[config.mk]
export PLATFORM = sky130hd
export DESIGN_NAME = phase_meas_sched_flat
export DESIGN_NICKNAME = d
export VERILOG_FILES = /design/src/rtl/phase_meas_sched_if.sv /design/src/rtl/phase_meas_sched.sv /design/src/flat_wrapper.sv
export SDC_FILE = /design/constraint.sdc
export NUM_CORES = 1
export LEC_CHECK = 0
export CORE_UTILIZATION = 33
export DETAILED_ROUTE_END_ITERATION = 7
export GPL_TIMING_DRIVEN = 0
export SLEW_MARGIN = 30
export SYNTH_ARGS = -nofsm -noshare
export SYNTH_HDL_FRONTEND = slang
export SYNTH_SLANG_ARGS = --single-unit
export TNS_END_PERCENT = 50
[constraint.sdc]
create_clock -name CLK_SYS -period 2.6 [get_ports CLK_SYS]
set_input_delay 0.65 -clock CLK_SYS [delete_from_list [all_inputs] [get_ports CLK_SYS]]
set_output_delay 0.65 -clock CLK_SYS [all_outputs]
set_load 0.01 [all_outputs]
[src/rtl/phase_meas_sched_if.sv]
// Measurement-side and loop-filter-side signals of the GPSDO phase-measurement scheduler.
// master drives the measurement strobes and avg_ready; slave is the scheduler itself.
interface phase_meas_sched_if #(
  parameter int PHASE_W = 24
);
  logic               meas_en;
  logic               flag_GPS_posedge;
  logic               Measure_Done;
  logic [PHASE_W-1:0] Measure_Phase;
  logic               avg_ready;
  logic [PHASE_W-1:0] avg_phase;
  logic               avg_valid;
  logic               err_timeout;
  logic               overrun;
  logic               gps_lost;
  logic [7:0]         rej_cnt;
  logic [2:0]         state_o;

  modport master (
    output meas_en, flag_GPS_posedge, Measure_Done, Measure_Phase, avg_ready,
    input  avg_phase, avg_valid, err_timeout, overrun, gps_lost, rej_cnt, state_o
  );

  modport slave (
    input  meas_en, flag_GPS_posedge, Measure_Done, Measure_Phase, avg_ready,
    output avg_phase, avg_valid, err_timeout, overrun, gps_lost, rej_cnt, state_o
  );
endinterface

[src/rtl/phase_meas_sched.sv]
// GPSDO phase-measurement scheduler: qualifies GPS-vs-local 1PPS phase samples and averages
// 2^AVG_LOG2 of them for the loop filter. Outlier rejection is built only with MEAS_OUTLIER_REJ_EN.
module phase_meas_sched #(
  parameter int PHASE_W      = 24,
  parameter int AVG_LOG2     = 2,
  parameter int MAX_PHASE    = 1000000,
  parameter int CNT_W        = 28,
  parameter int TIMEOUT_CYC  = 110000000,
  parameter int GPS_MISS_CYC = 120000000
) (
  input logic               CLK_SYS,
  input logic               CLK_RST,
  phase_meas_sched_if.slave bus
);

  localparam int                  ACC_W    = PHASE_W + AVG_LOG2;
  localparam logic [CNT_W-1:0]    TMO_LAST = CNT_W'(TIMEOUT_CYC - 1);
  localparam logic [CNT_W-1:0]    MISS_MAX = CNT_W'(GPS_MISS_CYC);
  localparam logic [AVG_LOG2-1:0] SMP_LAST = '1;

  if (AVG_LOG2 < 1 || MAX_PHASE < 0 || TIMEOUT_CYC < 2 || GPS_MISS_CYC < 1 ||
      GPS_MISS_CYC >= (1 << CNT_W) || TIMEOUT_CYC > (1 << CNT_W)) begin : g_param_err
    $error("phase_meas_sched: illegal parameter combination");
  end

  typedef enum logic [2:0] {
    IDLE     = 3'd0,
    WAIT_GPS = 3'd1,
    MEASURE  = 3'd2,
    ACCUM    = 3'd3,
    OUTPUT   = 3'd4
  } state_e;

  state_e               state_q, state_d;
  logic [ACC_W-1:0]     acc_q, acc_d, acc_sum;
  logic [AVG_LOG2-1:0]  smp_cnt_q, smp_cnt_d;
  logic [PHASE_W-1:0]   sample_q, sample_d;
  logic                 gps_pend_q, gps_pend_d;
  logic [CNT_W-1:0]     tmo_q, tmo_d;
  logic [CNT_W-1:0]     miss_q, miss_d;
  logic                 lost_q, lost_d;
  logic [PHASE_W-1:0]   avg_phase_q, avg_phase_d;
  logic                 avg_valid_q, avg_valid_d;
  logic                 err_q, err_d;
  logic                 ovr_q, ovr_d;
  logic                 sample_ok;

`ifdef MEAS_OUTLIER_REJ_EN
  localparam logic [PHASE_W-1:0] MAX_PH = PHASE_W'(MAX_PHASE);
  logic [7:0] rej_q, rej_d;

  assign sample_ok = (sample_q <= MAX_PH);

  always_comb begin
    rej_d = rej_q;
    if (state_q == ACCUM && !sample_ok && rej_q != 8'hFF) rej_d = rej_q + 8'd1;
  end

  always_ff @(posedge CLK_SYS or negedge CLK_RST) begin
    if (!CLK_RST) rej_q <= '0;
    else          rej_q <= rej_d;
  end

  assign bus.rej_cnt = rej_q;
`else
  assign sample_ok   = 1'b1;
  assign bus.rej_cnt = '0;
`endif

  // NOTE: every always_comb output gets a default first, so no path can infer a latch.
  always_comb begin
    state_d     = state_q;
    acc_d       = acc_q;
    smp_cnt_d   = smp_cnt_q;
    sample_d    = sample_q;
    gps_pend_d  = 1'b0;
    tmo_d       = tmo_q;
    avg_phase_d = avg_phase_q;
    avg_valid_d = avg_valid_q;
    err_d       = 1'b0;
    ovr_d       = 1'b0;
    acc_sum     = acc_q + {{AVG_LOG2{1'b0}}, sample_q};

    unique case (state_q)
      IDLE: begin
        acc_d       = '0;
        smp_cnt_d   = '0;
        avg_valid_d = 1'b0;
        if (bus.meas_en) state_d = WAIT_GPS;
      end
      WAIT_GPS: begin
        if (bus.flag_GPS_posedge) begin
          state_d = MEASURE;
          tmo_d   = '0;
        end
      end
      MEASURE: begin
        tmo_d = tmo_q + 1'b1;
        if (bus.Measure_Done) begin
          // A GPS edge coincident with the local edge starts the next measurement straight after ACCUM.
          sample_d   = bus.Measure_Phase;
          gps_pend_d = bus.flag_GPS_posedge;
          state_d    = ACCUM;
        end else if (tmo_q == TMO_LAST) begin
          err_d   = 1'b1;
          state_d = WAIT_GPS;
        end
      end
      ACCUM: begin
        if (gps_pend_q) begin
          state_d = MEASURE;
          tmo_d   = '0;
        end else begin
          state_d = WAIT_GPS;
        end
        if (sample_ok) begin
          acc_d     = acc_sum;
          smp_cnt_d = smp_cnt_q + 1'b1;
          if (smp_cnt_q == SMP_LAST) begin
            avg_phase_d = acc_sum[ACC_W-1:AVG_LOG2];
            avg_valid_d = 1'b1;
            acc_d       = '0;
            state_d     = OUTPUT;
          end
        end
      end
      OUTPUT: begin
        if (bus.Measure_Done) ovr_d = 1'b1;
        if (bus.avg_ready) begin
          avg_valid_d = 1'b0;
          state_d     = WAIT_GPS;
        end
      end
      default: state_d = IDLE;
    endcase

    if (!bus.meas_en) begin
      state_d     = IDLE;
      avg_valid_d = 1'b0;
    end
  end

  // GPS-loss watchdog is frozen while the scheduler is disabled.
  always_comb begin
    miss_d = miss_q;
    lost_d = lost_q;
    if (state_q != IDLE) begin
      if (bus.flag_GPS_posedge) begin
        miss_d = '0;
        lost_d = 1'b0;
      end else if (miss_q != MISS_MAX) begin
        miss_d = miss_q + 1'b1;
        if (miss_d == MISS_MAX) lost_d = 1'b1;
      end
    end
  end

  // NOTE: sequential state uses non-blocking assignments so every register samples pre-edge values.
  always_ff @(posedge CLK_SYS or negedge CLK_RST) begin
    if (!CLK_RST) begin
      state_q     <= IDLE;
      acc_q       <= '0;
      smp_cnt_q   <= '0;
      sample_q    <= '0;
      gps_pend_q  <= 1'b0;
      tmo_q       <= '0;
      miss_q      <= '0;
      lost_q      <= 1'b0;
      avg_phase_q <= '0;
      avg_valid_q <= 1'b0;
      err_q       <= 1'b0;
      ovr_q       <= 1'b0;
    end else begin
      state_q     <= state_d;
      acc_q       <= acc_d;
      smp_cnt_q   <= smp_cnt_d;
      sample_q    <= sample_d;
      gps_pend_q  <= gps_pend_d;
      tmo_q       <= tmo_d;
      miss_q      <= miss_d;
      lost_q      <= lost_d;
      avg_phase_q <= avg_phase_d;
      avg_valid_q <= avg_valid_d;
      err_q       <= err_d;
      ovr_q       <= ovr_d;
    end
  end

  assign bus.avg_phase   = avg_phase_q;
  assign bus.avg_valid   = avg_valid_q;
  assign bus.err_timeout = err_q;
  assign bus.overrun     = ovr_q;
  assign bus.gps_lost    = lost_q;
  assign bus.state_o     = state_q;

endmodule

[src/flat_wrapper.sv]
// flat-port wrapper written by rule: the top's interface ports become plain ports
module phase_meas_sched_flat 
#(
  parameter int PHASE_W      = 24,
  parameter int AVG_LOG2     = 2,
  parameter int MAX_PHASE    = 1000000,
  parameter int CNT_W        = 28,
  parameter int TIMEOUT_CYC  = 110000000,
  parameter int GPS_MISS_CYC = 120000000
)
  (CLK_SYS, CLK_RST, bus_meas_en, bus_flag_GPS_posedge, bus_Measure_Done, bus_Measure_Phase, bus_avg_ready, bus_avg_phase, bus_avg_valid, bus_err_timeout, bus_overrun, bus_gps_lost, bus_rej_cnt, bus_state_o);
  phase_meas_sched_if #(.PHASE_W(PHASE_W)) bus_i ();
  input logic CLK_SYS;
  input logic CLK_RST;
  input wire logic [$bits(bus_i.meas_en)-1:0] bus_meas_en;
  input wire logic [$bits(bus_i.flag_GPS_posedge)-1:0] bus_flag_GPS_posedge;
  input wire logic [$bits(bus_i.Measure_Done)-1:0] bus_Measure_Done;
  input wire logic [$bits(bus_i.Measure_Phase)-1:0] bus_Measure_Phase;
  input wire logic [$bits(bus_i.avg_ready)-1:0] bus_avg_ready;
  output wire logic [$bits(bus_i.avg_phase)-1:0] bus_avg_phase;
  output wire logic [$bits(bus_i.avg_valid)-1:0] bus_avg_valid;
  output wire logic [$bits(bus_i.err_timeout)-1:0] bus_err_timeout;
  output wire logic [$bits(bus_i.overrun)-1:0] bus_overrun;
  output wire logic [$bits(bus_i.gps_lost)-1:0] bus_gps_lost;
  output wire logic [$bits(bus_i.rej_cnt)-1:0] bus_rej_cnt;
  output wire logic [$bits(bus_i.state_o)-1:0] bus_state_o;
  assign bus_i.meas_en = bus_meas_en;
  assign bus_i.flag_GPS_posedge = bus_flag_GPS_posedge;
  assign bus_i.Measure_Done = bus_Measure_Done;
  assign bus_i.Measure_Phase = bus_Measure_Phase;
  assign bus_i.avg_ready = bus_avg_ready;
  assign bus_avg_phase = bus_i.avg_phase;
  assign bus_avg_valid = bus_i.avg_valid;
  assign bus_err_timeout = bus_i.err_timeout;
  assign bus_overrun = bus_i.overrun;
  assign bus_gps_lost = bus_i.gps_lost;
  assign bus_rej_cnt = bus_i.rej_cnt;
  assign bus_state_o = bus_i.state_o;
  phase_meas_sched #(.PHASE_W(PHASE_W), .AVG_LOG2(AVG_LOG2), .MAX_PHASE(MAX_PHASE), .CNT_W(CNT_W), .TIMEOUT_CYC(TIMEOUT_CYC), .GPS_MISS_CYC(GPS_MISS_CYC)) u_core (.CLK_SYS(CLK_SYS), .CLK_RST(CLK_RST), .bus(bus_i));
endmodule
==> flow_metrics.env, run 1 <==
export IMPL_rsz0062_at_grt="true"
export IMPL_avgSynthCellArea_sq_um=9.42
export IMPL_min_path_type="in2async"
export IMPL_clock_latency_ns=0.43
export IMPL_status="complete, no violations"
export IMPL_holdBufCountCts=0
export IMPL_numCtsBuffers=17
export IMPL_finalCritPeriodShare=0.970
export IMPL_yosysSeqAreaShare=0.424
export IMPL_setup_viol=0
export IMPL_root_buffer="clkbuf_16"
export IMPL_wl_per_cell_um=16.0
export IMPL_slew_viol_final=0
export IMPL_max_cap_violations=0
export IMPL_regToRegSetupSlack_ns=0.08
export IMPL_synth_top_area_share=0.424
export IMPL_vias=6854
export IMPL_yosys_cell_types_count=75
export IMPL_reg2reg_depth=8
export IMPL_grt_pass1_vias=6449
export IMPL_placementRows=57
export IMPL_postSynthCellCount=877
export IMPL_final_layout_size_suffix_gt1_frac=0.172
export IMPL_yosysWarnings=0
export IMPL_power_total_w=0.00688
export IMPL_tightest_slew_ns=0.837
export IMPL_max_slew_margin_rel=0.442
export IMPL_min_period_ns=2.52
export IMPL_final_util=0.417
export IMPL_ant_nets=0
export IMPL_clock_fmax_mhz=396
export IMPL_r2r_start="u_core.miss_q[1]"
export IMPL_rr_endpoint="u_core.bus.gps_lost"
export IMPL_syn_area_sq_um=8260
export IMPL_register_area_sq_um=3500
export IMPL_io_pins=69
export IMPL_endpoint="u_core.bus.gps_lost"
export IMPL_async_flop_share=1.00
export IMPL_leakage_nw=4.51
export IMPL_ys_ff_latch=140
export IMPL_cpPeakStageDelay_ns=0.43
export IMPL_critPathSlowestCell="nor4_4"
export IMPL_portBuffers=59
export IMPL_yosys_area_top_type="dfrtp_1"
export IMPL_cts_tree="built"
export IMPL_crit_start="u_core.miss_q[1]"
export IMPL_ir_worst_vdd_mv=0.478
export IMPL_antennaDiodeCount=0
export IMPL_drc=0
export IMPL_synthToLayoutAreaGrowth_pct=23.4
export IMPL_dieArea_sq_um=25700
export IMPL_power_density_nw_per_um2=675
export IMPL_pre_cts_ws_ns=-0.436
export IMPL_synth_area_leaders="dfrtp_1 42%, mux2_2 4.9%, nand2_1 4.9%"
export IMPL_multi_input_area_sq_um=4590
export IMPL_dr_pass1_iters=5
export IMPL_place_detailed_hpwl_um=14800
export IMPL_final_cell_mix="139 x dfrtp_1, 107 x nand2_1, 62 x nor2_1, 58 x clkdlybuf4s50_1, 50 x o21ai_0"
export IMPL_wl_um=20900
export IMPL_fillCellCount=2347
export IMPL_htree_levels=4
export IMPL_die_x_um=160
export IMPL_critPathLaunchType="flop"
export IMPL_skew_ns=0.0108
export IMPL_crit_fanout=6
export IMPL_synth_edff_count=0
export IMPL_cp_cell_sequence="ha_2 > and2_2 > nand4_1 > nor4_4 > buf_4 > nand3_1 > o31a_2 > o41ai_4"
export IMPL_avgViaCountPerCell=5.25
export IMPL_fp_dieH_um=160
export IMPL_critPathKind="reg2reg"
export IMPL_cp_required_ns=2.92
export IMPL_drtIter0Drc=401
export IMPL_grt_pass1_wl_um=34100
export IMPL_grt_use_total=0.167
export IMPL_finalHoldViolations=0
export IMPL_core_region_area_sq_um=24500
export IMPL_overflow=0
export IMPL_ys_flop_type="dfrtp_1"
export IMPL_nNetsFinal=1028
export IMPL_cts_sinks=140
export IMPL_grt_max_degree=54
export IMPL_max_clock_path_buffers=2
export IMPL_cp_data_arrival_time_ns=2.84
export IMPL_final_common_cell="dfrtp_1"
export IMPL_setup_worst_path_end_class="flop"
export IMPL_fin_ws_ns=0.0770
export IMPL_antenna_found_initial=0
export IMPL_cts_clk_slew_worst_paths_ns=0.06
export IMPL_start_util=0.338
export IMPL_gp_congestion=0.876
## flip-flops by register name, summed over array words and instances, names as in the netlist
| signal | flops |
|---|---|
| u_core.acc_q | 26 |
| u_core.bus.avg_phase | 24 |
| u_core.bus.avg_valid | 1 |
| u_core.bus.err_timeout | 1 |
| u_core.bus.gps_lost | 1 |
| u_core.bus.overrun | 1 |
| u_core.bus.state_o | 3 |
| u_core.gps_pend_q | 1 |
| u_core.miss_q | 28 |
| u_core.sample_q | 24 |
| u_core.smp_cnt_q | 2 |
| u_core.tmo_q | 28 |
## logic make-up (layout without fill, tap and decap cells)
family                     after synthesis  after routing  synth area share
adders and majority gates               30             30            0.0463
and+or+nand+nor                        338            338             0.213
DFF                                    140            140             0.424
muxes                                   39             39            0.0527
other                                    1              8          0.000454
xor gates and xnor gates                39             39            0.0413
AOI/OAI and AO/OA                      213            213             0.172
buffers and inverters                   77            174            0.0501
## metrics by stage
stage	std cells	TNS, ns	cell area, sq um	hold WS, ns
floorplan	884	0	8290	0.354
global placement	1267	-712.36	9290	0.462
detailed placement	1269	-15.64	9350	0.463
CTS	1302	-0.125	10000	0.118
global route	1305	-0.113	10200	0.137
finish	1305	0	10200	0.117
## worst max-delay path: cells and delay by family, from the launching register on
kind / cells / cell delay (ns)
buf+inv: 1 / 0.19
simple gates: 4 / 0.93
flops: 1 / 0.40
compound gates: 2 / 0.67
fa+ha+maj: 1 / 0.24
## cell type report
type,instances,share of cell area
Multi-Input combinational cell,667,0.450
Sequential cell,140,0.344
Timing Repair Buffer,71,0.0712
Clock buffer,17,0.0417
Tap cell,324,0.0398
Buffer,54,0.0325
Clock inverter,15,0.0149
Inverter,17,0.00626
## worst min path at each step
stage / startpoint / endpoint / slack [ns] / depth (start not counted)
after floorplan: CLK_RST / u_core.acc_q[0] / 0.35 / 0
after global placement: u_core.bus.avg_phase[6] / u_core.bus.avg_phase[6] / 0.46 / 2
after detailed placement: u_core.bus.avg_phase[3] / u_core.bus.avg_phase[3] / 0.46 / 2
after CTS: CLK_RST / u_core.bus.avg_phase[10] / 0.12 / 1
after global routing: CLK_RST / u_core.sample_q[10] / 0.14 / 1
final: CLK_RST / u_core.sample_q[5] / 0.12 / 1
## what timing repair did
action,4_1_cts,5_1_grt
setup buffers,2,8
pin swaps,2,11
gates resized for setup,22,35
setup endpoints to repair,67,44
## Yosys cell counts, drive strengths merged (3+ instances only)
master	n
nor2b	10
ha	29
nor4	11
a22oi	3
nand3	25
o22ai	4
a41oi	3
xor2	21
o311ai	4
mux2i	3
o41ai	3
buf	19
o31ai	14
nand4	25
a21o	14
dfrtp	140
nor3b	5
a211oi	4
nor3	26
and2	9
or3	7
or4	3
a21oi	41
and3	19
o21a	11
a22o	25
xnor2	18
and4	4
nor2	63
clkbuf	40
mux2	36
o211ai	7
nand2b	3
a31oi	11
inv	17
nand2	108
or2	7
o21ai	53
nor4bb	4
## power breakdown
part           leakage [nW]  switching (W)  internal (W)  total, W
clock                 0.280        0.00105       0.00135   0.00240
sequential             1.89       0.000233       0.00245   0.00268
combinational          2.34        0.00103      0.000768   0.00180
## per-layer routing
layer  track usage  vias to the layer above  part of all wire  wire [um]
met5             0                        -                 0          0
met4        0.0498                        0             0.018        375
met3        0.0296                       22             0.044        926
met2         0.263                      181              0.46       9580
met1         0.232                     3293              0.48      10000
li1              -                     3358                 -          -
No activity file was read; power rests on OpenSTA's default activity.
==> inputs of run 2 (changes only) <==
ABC_CLOCK_PERIOD_IN_PS = 2600   (was not set)
==> results of run 2 <==
Same layout as run 1: the final DEF is identical, and so are final timing and power.
